$ cat src/rtl/md_pkg.sv
// +----------------------------------------------------------------------+
// | md_pkg: shared encodings for the multiply/divide unit                |
// | Rev 1.0                                                              |
// +----------------------------------------------------------------------+
`default_nettype none

package md_pkg;

    localparam int MD_WIDTH = 32;
    localparam int MD_ITER  = MD_WIDTH;

    localparam logic [1:0] MD_OP_MULT  = 2'b00;
    localparam logic [1:0] MD_OP_MULTU = 2'b01;
    localparam logic [1:0] MD_OP_DIV   = 2'b10;
    localparam logic [1:0] MD_OP_DIVU  = 2'b11;

    typedef enum logic [1:0] {
        MD_IDLE = 2'd0,
        MD_BUSY = 2'd1,
        MD_DONE = 2'd2
    } md_state_e;

    typedef enum logic {
        MD_MODE_MUL = 1'b0,
        MD_MODE_DIV = 1'b1
    } md_mode_e;

endpackage

`default_nettype wire

$ cat src/rtl/md_if.sv
// +----------------------------------------------------------------------+
// | md_if: request/result bundle between EX stage and md_unit            |
// | Rev 1.0                                                              |
// +----------------------------------------------------------------------+
`default_nettype none

interface md_if
    import md_pkg::*;
#(
    parameter int WIDTH = MD_WIDTH
);
    logic             start;
    logic [1:0]       op;
    logic [WIDTH-1:0] src_a;
    logic [WIDTH-1:0] src_b;
    logic             annul;
    logic             stall_o;
    logic             result_valid;
    logic [WIDTH-1:0] hi_o;
    logic [WIDTH-1:0] lo_o;

    modport master (
        output start, op, src_a, src_b, annul,
        input  stall_o, result_valid, hi_o, lo_o
    );

    modport slave (
        input  start, op, src_a, src_b, annul,
        output stall_o, result_valid, hi_o, lo_o
    );
endinterface

`default_nettype wire

$ cat src/rtl/md_step.sv
// +----------------------------------------------------------------------+
// | md_step: one radix-2 iteration (shift-add multiply or restoring      |
// | shift-subtract divide) on a {hi,lo} accumulator                      |
// | Rev 1.0                                                              |
// +----------------------------------------------------------------------+
`default_nettype none

module md_step
    import md_pkg::*;
#(
    parameter int WIDTH = MD_WIDTH
) (
    input  wire logic [2*WIDTH-1:0] acc_i,
    input  wire logic [WIDTH-1:0]   opnd_i,
    input  md_mode_e                mode_i,
    output logic      [2*WIDTH-1:0] acc_o
);
    localparam int DW = 2*WIDTH;

    logic [WIDTH-1:0] addend;
    logic [WIDTH:0]   sum;
    logic [WIDTH:0]   rem_sh;
    logic [WIDTH:0]   diff;

    always_comb begin
        addend = acc_i[0] ? opnd_i : {WIDTH{1'b0}};
        sum    = {1'b0, acc_i[DW-1:WIDTH]} + {1'b0, addend};
        // Partial remainder is always below the divisor, so WIDTH+1 bits hold the shift.
        rem_sh = acc_i[DW-1:WIDTH-1];
        diff   = rem_sh - {1'b0, opnd_i};
        acc_o  = {sum, acc_i[WIDTH-1:1]};
        if (mode_i == MD_MODE_DIV) begin
            if (diff[WIDTH]) begin
                acc_o = {rem_sh[WIDTH-1:0], acc_i[WIDTH-2:0], 1'b0};
            end else begin
                acc_o = {diff[WIDTH-1:0], acc_i[WIDTH-2:0], 1'b1};
            end
        end
    end

endmodule

`default_nettype wire

$ cat src/rtl/md_unit.sv
// +----------------------------------------------------------------------+
// | md_unit: multi-cycle MULT/MULTU/DIV/DIVU unit driving the HI/LO      |
// | write port. Define MD_FAST_MUL_EN for a single-cycle multiply path.  |
// | Rev 1.0                                                              |
// +----------------------------------------------------------------------+
`default_nettype none

module md_unit
    import md_pkg::*;
#(
    parameter int WIDTH = MD_WIDTH,
    parameter int CNT_W = 5
) (
    input  wire logic clk,
    input  wire logic rst,
    md_if.slave       bus
);
    localparam int              DW   = 2*WIDTH;
    localparam logic [CNT_W-1:0] LAST = CNT_W'(WIDTH-1);

    md_state_e        state_q, state_d;
    md_mode_e         mode_q, mode_d;
    logic [CNT_W-1:0] cnt_q, cnt_d;
    logic [DW-1:0]    acc_q, acc_d, acc_step;
    logic [WIDTH-1:0] opb_q, opb_d, raw_a_q, raw_a_d;
    logic [WIDTH-1:0] hi_q, hi_d, lo_q, lo_d;
    logic             neg_res_q, neg_res_d, neg_rem_q, neg_rem_d, div0_q, div0_d;
    logic             stall, rvalid;

    logic             is_div, is_signed, a_neg, b_neg;
    logic [WIDTH-1:0] a_mag, b_mag, res_hi, res_lo;

    function automatic logic [WIDTH-1:0] neg_w(input logic c, input logic [WIDTH-1:0] v);
        return c ? (~v + 1'b1) : v;
    endfunction

    function automatic logic [DW-1:0] neg_dw(input logic c, input logic [DW-1:0] v);
        return c ? (~v + 1'b1) : v;
    endfunction

    md_step #(.WIDTH(WIDTH)) u_step (
        .acc_i  (acc_q),
        .opnd_i (opb_q),
        .mode_i (mode_q),
        .acc_o  (acc_step)
    );

    always_comb begin
        is_div    = (bus.op == MD_OP_DIV) || (bus.op == MD_OP_DIVU);
        is_signed = (bus.op == MD_OP_MULT) || (bus.op == MD_OP_DIV);
        a_neg     = is_signed & bus.src_a[WIDTH-1];
        b_neg     = is_signed & bus.src_b[WIDTH-1];
        a_mag     = neg_w(a_neg, bus.src_a);
        b_mag     = neg_w(b_neg, bus.src_b);
    end

    // Sign correction of the final iteration's output, used on the last BUSY edge.
    always_comb begin
        {res_hi, res_lo} = neg_dw(neg_res_q, acc_step);
        if (mode_q == MD_MODE_DIV) begin
            if (div0_q) begin
                res_hi = raw_a_q;
                res_lo = {WIDTH{1'b1}};
            end else begin
                res_hi = neg_w(neg_rem_q, acc_step[DW-1:WIDTH]);
                res_lo = neg_w(neg_res_q, acc_step[WIDTH-1:0]);
            end
        end
    end

`ifdef MD_FAST_MUL_EN
    logic [DW-1:0] fast_prod;

    always_comb begin
        fast_prod = neg_dw(a_neg ^ b_neg, {{WIDTH{1'b0}}, a_mag} * {{WIDTH{1'b0}}, b_mag});
    end
`endif

    always_comb begin
        state_d   = state_q;
        mode_d    = mode_q;
        cnt_d     = cnt_q;
        acc_d     = acc_q;
        opb_d     = opb_q;
        raw_a_d   = raw_a_q;
        neg_res_d = neg_res_q;
        neg_rem_d = neg_rem_q;
        div0_d    = div0_q;
        hi_d      = hi_q;
        lo_d      = lo_q;
        stall     = 1'b0;
        rvalid    = 1'b0;
        unique case (state_q)
            MD_IDLE: begin
                if (bus.start && !bus.annul) begin
                    stall     = 1'b1;
                    mode_d    = is_div ? MD_MODE_DIV : MD_MODE_MUL;
                    cnt_d     = '0;
                    acc_d     = {{WIDTH{1'b0}}, a_mag};
                    opb_d     = b_mag;
                    raw_a_d   = bus.src_a;
                    neg_res_d = a_neg ^ b_neg;
                    neg_rem_d = a_neg;
                    div0_d    = (bus.src_b == '0);
                    state_d   = MD_BUSY;
`ifdef MD_FAST_MUL_EN
                    if (!is_div) begin
                        {hi_d, lo_d} = fast_prod;
                        state_d      = MD_DONE;
                    end
`endif
                end
            end
            MD_BUSY: begin
                stall = 1'b1;
                acc_d = acc_step;
                cnt_d = cnt_q + 1'b1;
                if (cnt_q == LAST) begin
                    hi_d    = res_hi;
                    lo_d    = res_lo;
                    state_d = MD_DONE;
                end
            end
            MD_DONE: begin
                rvalid  = 1'b1;
                state_d = MD_IDLE;
            end
            default: state_d = MD_IDLE;
        endcase
        // A flush overrides everything: drop the op, keep the architectural HI/LO.
        if (bus.annul) begin
            state_d = MD_IDLE;
            rvalid  = 1'b0;
            hi_d    = hi_q;
            lo_d    = lo_q;
        end
    end

    always_ff @(posedge clk) begin
        if (rst) begin
            state_q   <= MD_IDLE;
            mode_q    <= MD_MODE_MUL;
            cnt_q     <= '0;
            acc_q     <= '0;
            opb_q     <= '0;
            raw_a_q   <= '0;
            neg_res_q <= 1'b0;
            neg_rem_q <= 1'b0;
            div0_q    <= 1'b0;
            hi_q      <= '0;
            lo_q      <= '0;
        end else begin
            state_q   <= state_d;
            mode_q    <= mode_d;
            cnt_q     <= cnt_d;
            acc_q     <= acc_d;
            opb_q     <= opb_d;
            raw_a_q   <= raw_a_d;
            neg_res_q <= neg_res_d;
            neg_rem_q <= neg_rem_d;
            div0_q    <= div0_d;
            hi_q      <= hi_d;
            lo_q      <= lo_d;
        end
    end

    assign bus.stall_o      = stall;
    assign bus.result_valid = rvalid;
    assign bus.hi_o         = hi_q;
    assign bus.lo_o         = lo_q;

endmodule

`default_nettype wire
$ cat src/flat_wrapper.sv
// flat-port wrapper written by rule: the top's interface ports become plain ports
module md_unit_flat import md_pkg::*;
#(
    parameter int WIDTH = MD_WIDTH,
    parameter int CNT_W = 5
)
  (clk, rst, bus_start, bus_op, bus_src_a, bus_src_b, bus_annul, bus_stall_o, bus_result_valid, bus_hi_o, bus_lo_o);
  md_if #(.WIDTH(WIDTH)) bus_i ();
  input  wire logic clk;
  input  wire logic rst;
  input wire logic [$bits(bus_i.start)-1:0] bus_start;
  input wire logic [$bits(bus_i.op)-1:0] bus_op;
  input wire logic [$bits(bus_i.src_a)-1:0] bus_src_a;
  input wire logic [$bits(bus_i.src_b)-1:0] bus_src_b;
  input wire logic [$bits(bus_i.annul)-1:0] bus_annul;
  output wire logic [$bits(bus_i.stall_o)-1:0] bus_stall_o;
  output wire logic [$bits(bus_i.result_valid)-1:0] bus_result_valid;
  output wire logic [$bits(bus_i.hi_o)-1:0] bus_hi_o;
  output wire logic [$bits(bus_i.lo_o)-1:0] bus_lo_o;
  assign bus_i.start = bus_start;
  assign bus_i.op = bus_op;
  assign bus_i.src_a = bus_src_a;
  assign bus_i.src_b = bus_src_b;
  assign bus_i.annul = bus_annul;
  assign bus_stall_o = bus_i.stall_o;
  assign bus_result_valid = bus_i.result_valid;
  assign bus_hi_o = bus_i.hi_o;
  assign bus_lo_o = bus_i.lo_o;
  md_unit #(.WIDTH(WIDTH), .CNT_W(CNT_W)) u_core (.clk(clk), .rst(rst), .bus(bus_i));
endmodule
$ cat config.mk
export PLATFORM = sky130hd
export DESIGN_NAME = md_unit_flat
export DESIGN_NICKNAME = d
export VERILOG_FILES = /design/src/rtl/md_pkg.sv /design/src/rtl/md_if.sv /design/src/rtl/md_step.sv /design/src/rtl/md_unit.sv /design/src/flat_wrapper.sv
export SDC_FILE = /design/constraint.sdc
export NUM_CORES = 1
export LEC_CHECK = 0
export ABC_CLOCK_PERIOD_IN_PS = 15300
export BUFFER_PORTS_ARGS = -buffer_cell sky130_fd_sc_hd__buf_2
export CAP_MARGIN = 25
export CORE_MARGIN = 2
export CORE_UTILIZATION = 62
export CTS_BUF_LIST = sky130_fd_sc_hd__clkbuf_8
export DETAILED_ROUTE_END_ITERATION = 6
export MAX_ROUTING_LAYER = met4
export PLACE_DENSITY_LB_ADDON = 0.1
export SYNTH_ARGS = -nofsm -noshare
export SYNTH_HDL_FRONTEND = slang
export SYNTH_SLANG_ARGS = --single-unit
$ cat constraint.sdc
create_clock -name clk -period 15.3 [get_ports clk]
set_clock_uncertainty 0.1 [all_clocks]
set_input_delay 3.06 -clock clk [delete_from_list [all_inputs] [get_ports clk]]
set_output_delay 3.06 -clock clk [all_outputs]
set_load 0.005 [all_outputs]
==> impl_metrics.tcl <==
set metrics [dict create \
    synth.distinct_cells 86 \
    antenna_found_initial 1 \
    ys.flop_type "dfxtp_1" \
    final.min_clock_period_ns 6.99 \
    irDropWorstVdd_v 0.0000670 \
    tightestPinTransition_ns 1.05 \
    reg2reg_slack_ns 8.57 \
    powerDensity_mw_per_mm2 79.4 \
    port_buffers 135 \
    rsz0062_at_grt "false" \
    clock_latency_ns 0.57 \
    fin_cells 2687 \
    gp_congestion 0.995 \
    die_w_microns 167 \
    grt_pass1_vias 16228 \
    final_layout_size_suffix_gt1_frac 0.118 \
    cts_resized 0 \
    wl_per_cell_microns 20.7 \
    path_clk_slew_ns 0.05 \
    seq_area_frac_synth 0.245 \
    hold_end "u_core.raw_a_q[11]$_SDFFE_PP0P_" \
    cap_viol_max_count 0 \
    die_h_microns 167 \
    outcome "complete, but fails checks" \
    max_freq_mhz 143 \
    violations "DRC" \
    setup_viol 0 \
    first_iter_violations 2263 \
    leakage_nw 7.08 \
    viasPerCell 6.63 \
    crit_path_end_kind "output pin" \
    cts.sinks 203 \
    slew_headroom 0.299 \
    fillers 2327 \
    syn_inst 2269 \
    overflow 0 \
    path_max_fanout 6 \
    setup_ws_ns 8.31 \
    core_area_sq_mm 0.0261 \
    grt_pass1_wl_microns 87100 \
    r2r_start "u_core.acc_q[31]$_SDFFE_PP0P_" \
    cts_buffers 39 \
    cts_setup_buffers 0 \
    slew_viol_final 0 \
    syn_area_sq_mm 0.0166 \
    grt_use_total 0.396 \
    hold_buffers 0 \
    hold_viol 0 \
    min_delay_path_depth 2 \
    fin_nets 2469 \
    dp.cells 2621 \
    ant_nets 0 \
    setup_tns_ns 0 \
    avgSynthCellArea_sq_um 7.30 \
    critPathKind "primary input to output pin" \
    row_count 59 \
    worstPathArrival_ns 3.83 \
    final-seq-area_sq_mm 0.00407 \
    mostFrequentLayoutCells "nand2_1 (275), nor2_1 (275), dfxtp_1 (201)" \
    synth_edf_count 0 \
    cts_max_path_buffers 3 \
    ys_seq_elements 203 \
    io_pins 136 \
    async_reset_ff_frac 0 \
    hold_path.class "flop to flop" \
    finalPower_mw 1.44 \
    multi_input_area_sq_mm 0.0117 \
    initial_core_util 0.634 \
    worst_r2r_path_depth 21 \
    pre_cts_slack_ns 8.31 \
    h-tree-depth 2 \
    critical_path_required_ns 12.14 \
    vias 17827 \
    routed_wl_microns 55700 \
    cts_tree "built" \
    cp-start-kind "primary input" \
    syn-num-nets 2411 \
    dieArea_sq_mm 0.0280 \
    min_period_over_period 0.457 \
    synth-warning-count 0 \
    hold_path_startpoint "u_core.raw_a_q[11]$_SDFFE_PP0P_" \
    dpl.hpwl_microns 41100 \
    r2r-end "u_core.bus.hi_o[22]$_SDFFE_PP0P_" \
    crit_path_start "bus_annul" \
    dr.pass1.iters 7 \
    cts_root_buf "clkbuf_8" \
    area_growth_pct 9.17 \
    drc 9 \
    grt_max_degree 75 \
]
## synth_stat cells, types with 8 or more instances
master | instances | area share
nand4_1 | 28 | 0.011
o22ai_1 | 12 | 0.0045
buf_1 | 13 | 0.0029
nand2_1 | 275 | 0.062
a31oi_1 | 18 | 0.0068
xnor2_1 | 98 | 0.052
a211oi_1 | 78 | 0.035
a22oi_1 | 48 | 0.022
nor3_1 | 58 | 0.018
and3_1 | 17 | 0.0064
dfxtp_1 | 203 | 0.25
a221oi_1 | 22 | 0.012
mux2i_1 | 40 | 0.024
o21a_1 | 8 | 0.0036
ha_1 | 70 | 0.053
o21ai_0 | 124 | 0.037
or4_1 | 11 | 0.0050
inv_1 | 61 | 0.014
a2111oi_0 | 8 | 0.0042
clkbuf_1 | 115 | 0.026
o31ai_1 | 25 | 0.011
o21bai_1 | 10 | 0.0045
o41ai_1 | 12 | 0.0063
nand3_1 | 34 | 0.010
nor2_1 | 277 | 0.063
and2_1 | 44 | 0.017
a21o_1 | 25 | 0.011
a311oi_1 | 10 | 0.0053
or3_1 | 30 | 0.011
or2_2 | 11 | 0.0042
nor4_1 | 17 | 0.0064
mux2_2 | 17 | 0.012
a21oi_1 | 185 | 0.056
xor2_1 | 78 | 0.041
o211ai_1 | 28 | 0.013
nor2b_1 | 8 | 0.0030
nand2b_1 | 22 | 0.0083
## flip-flops by register name, summed over array words and instances (netlist names)
register          cells
u_core.bus.lo_o      32
u_core.div0_q         1
u_core.neg_rem_q      1
u_core.cnt_q          5
u_core.neg_res_q      1
u_core.bus.hi_o      32
u_core.opb_q         32
u_core.raw_a_q       32
u_core.state_q        2
u_core.acc_q         64
u_core.mode_q         1
## through the flow
step | cell area (sq um) | util | hold slack (ns)
after floorplan | 16600 | - | 0.331
after global placement | 17300 | 0.661 | 0.336
after detailed placement | 17300 | 0.663 | 0.341
after CTS | 18100 | 0.692 | 0.352
after global routing | 18100 | 0.692 | 0.376
final | 18100 | 0.692 | 0.354
## area by class of cell
cell class                 count  share of cell area
multi-input combinational   1865               0.649
sequential                   203               0.225
timing repair buffer         157              0.0478
clock buffer                  50              0.0380
tap                          335              0.0232
inverter                      61              0.0127
clock inverter                15             0.00443
antenna                        1            0.000138
## worst max-delay path: stages
cell	delay (ns)
buf_2	0.14
nor4b_2	0.41
nor2_4	0.05
inv_1	0.07
buf_2	0.10
## metal layers
layer  vias to the layer above  GRT usage  part of all wire
met5                         -          -                 0
met4                         0      0.156             0.042
met3                       179     0.0650              0.10
met2                       908      0.595              0.43
met1                      8361      0.533              0.43
li1                       8379          -                 -
## logic make-up (layout without fill, tap and decap cells)
| group | count (synthesis) | after routing | synth area share |
|---|---|---|---|
| and+or+nand+nor | 868 | 868 | 0.244 |
| AOI/OAI and AO/OA | 692 | 692 | 0.279 |
| DFF | 203 | 203 | 0.245 |
| buffers and inverters | 201 | 283 | 0.0481 |
| xor gates and xnor gates | 176 | 176 | 0.0930 |
| adders and majority gates | 72 | 72 | 0.0553 |
| muxes | 57 | 57 | 0.0357 |
| other | 0 | 1 | 0 |
## report_power, final
group | total (mW) | switching, mW | internal (mW) | leakage [nW]
Combinational | 0.330 | 0.216 | 0.114 | 5.00
Clock | 0.540 | 0.247 | 0.293 | 0.432
Sequential | 0.566 | 0.0218 | 0.545 | 1.65
Total | 1.44 | 0.485 | 0.951 | 7.08
## worst max-delay path by stage
stage	to	slack, ns	cells past startpoint
floorplan	bus_stall_o	8.36	4
global placement	bus_stall_o	8.37	5
detailed placement	bus_stall_o	8.31	5
CTS	bus_stall_o	8.30	5
global route	bus_stall_o	8.27	5
finish	bus_stall_o	8.31	5
Power figures use the tool's default switching activity.
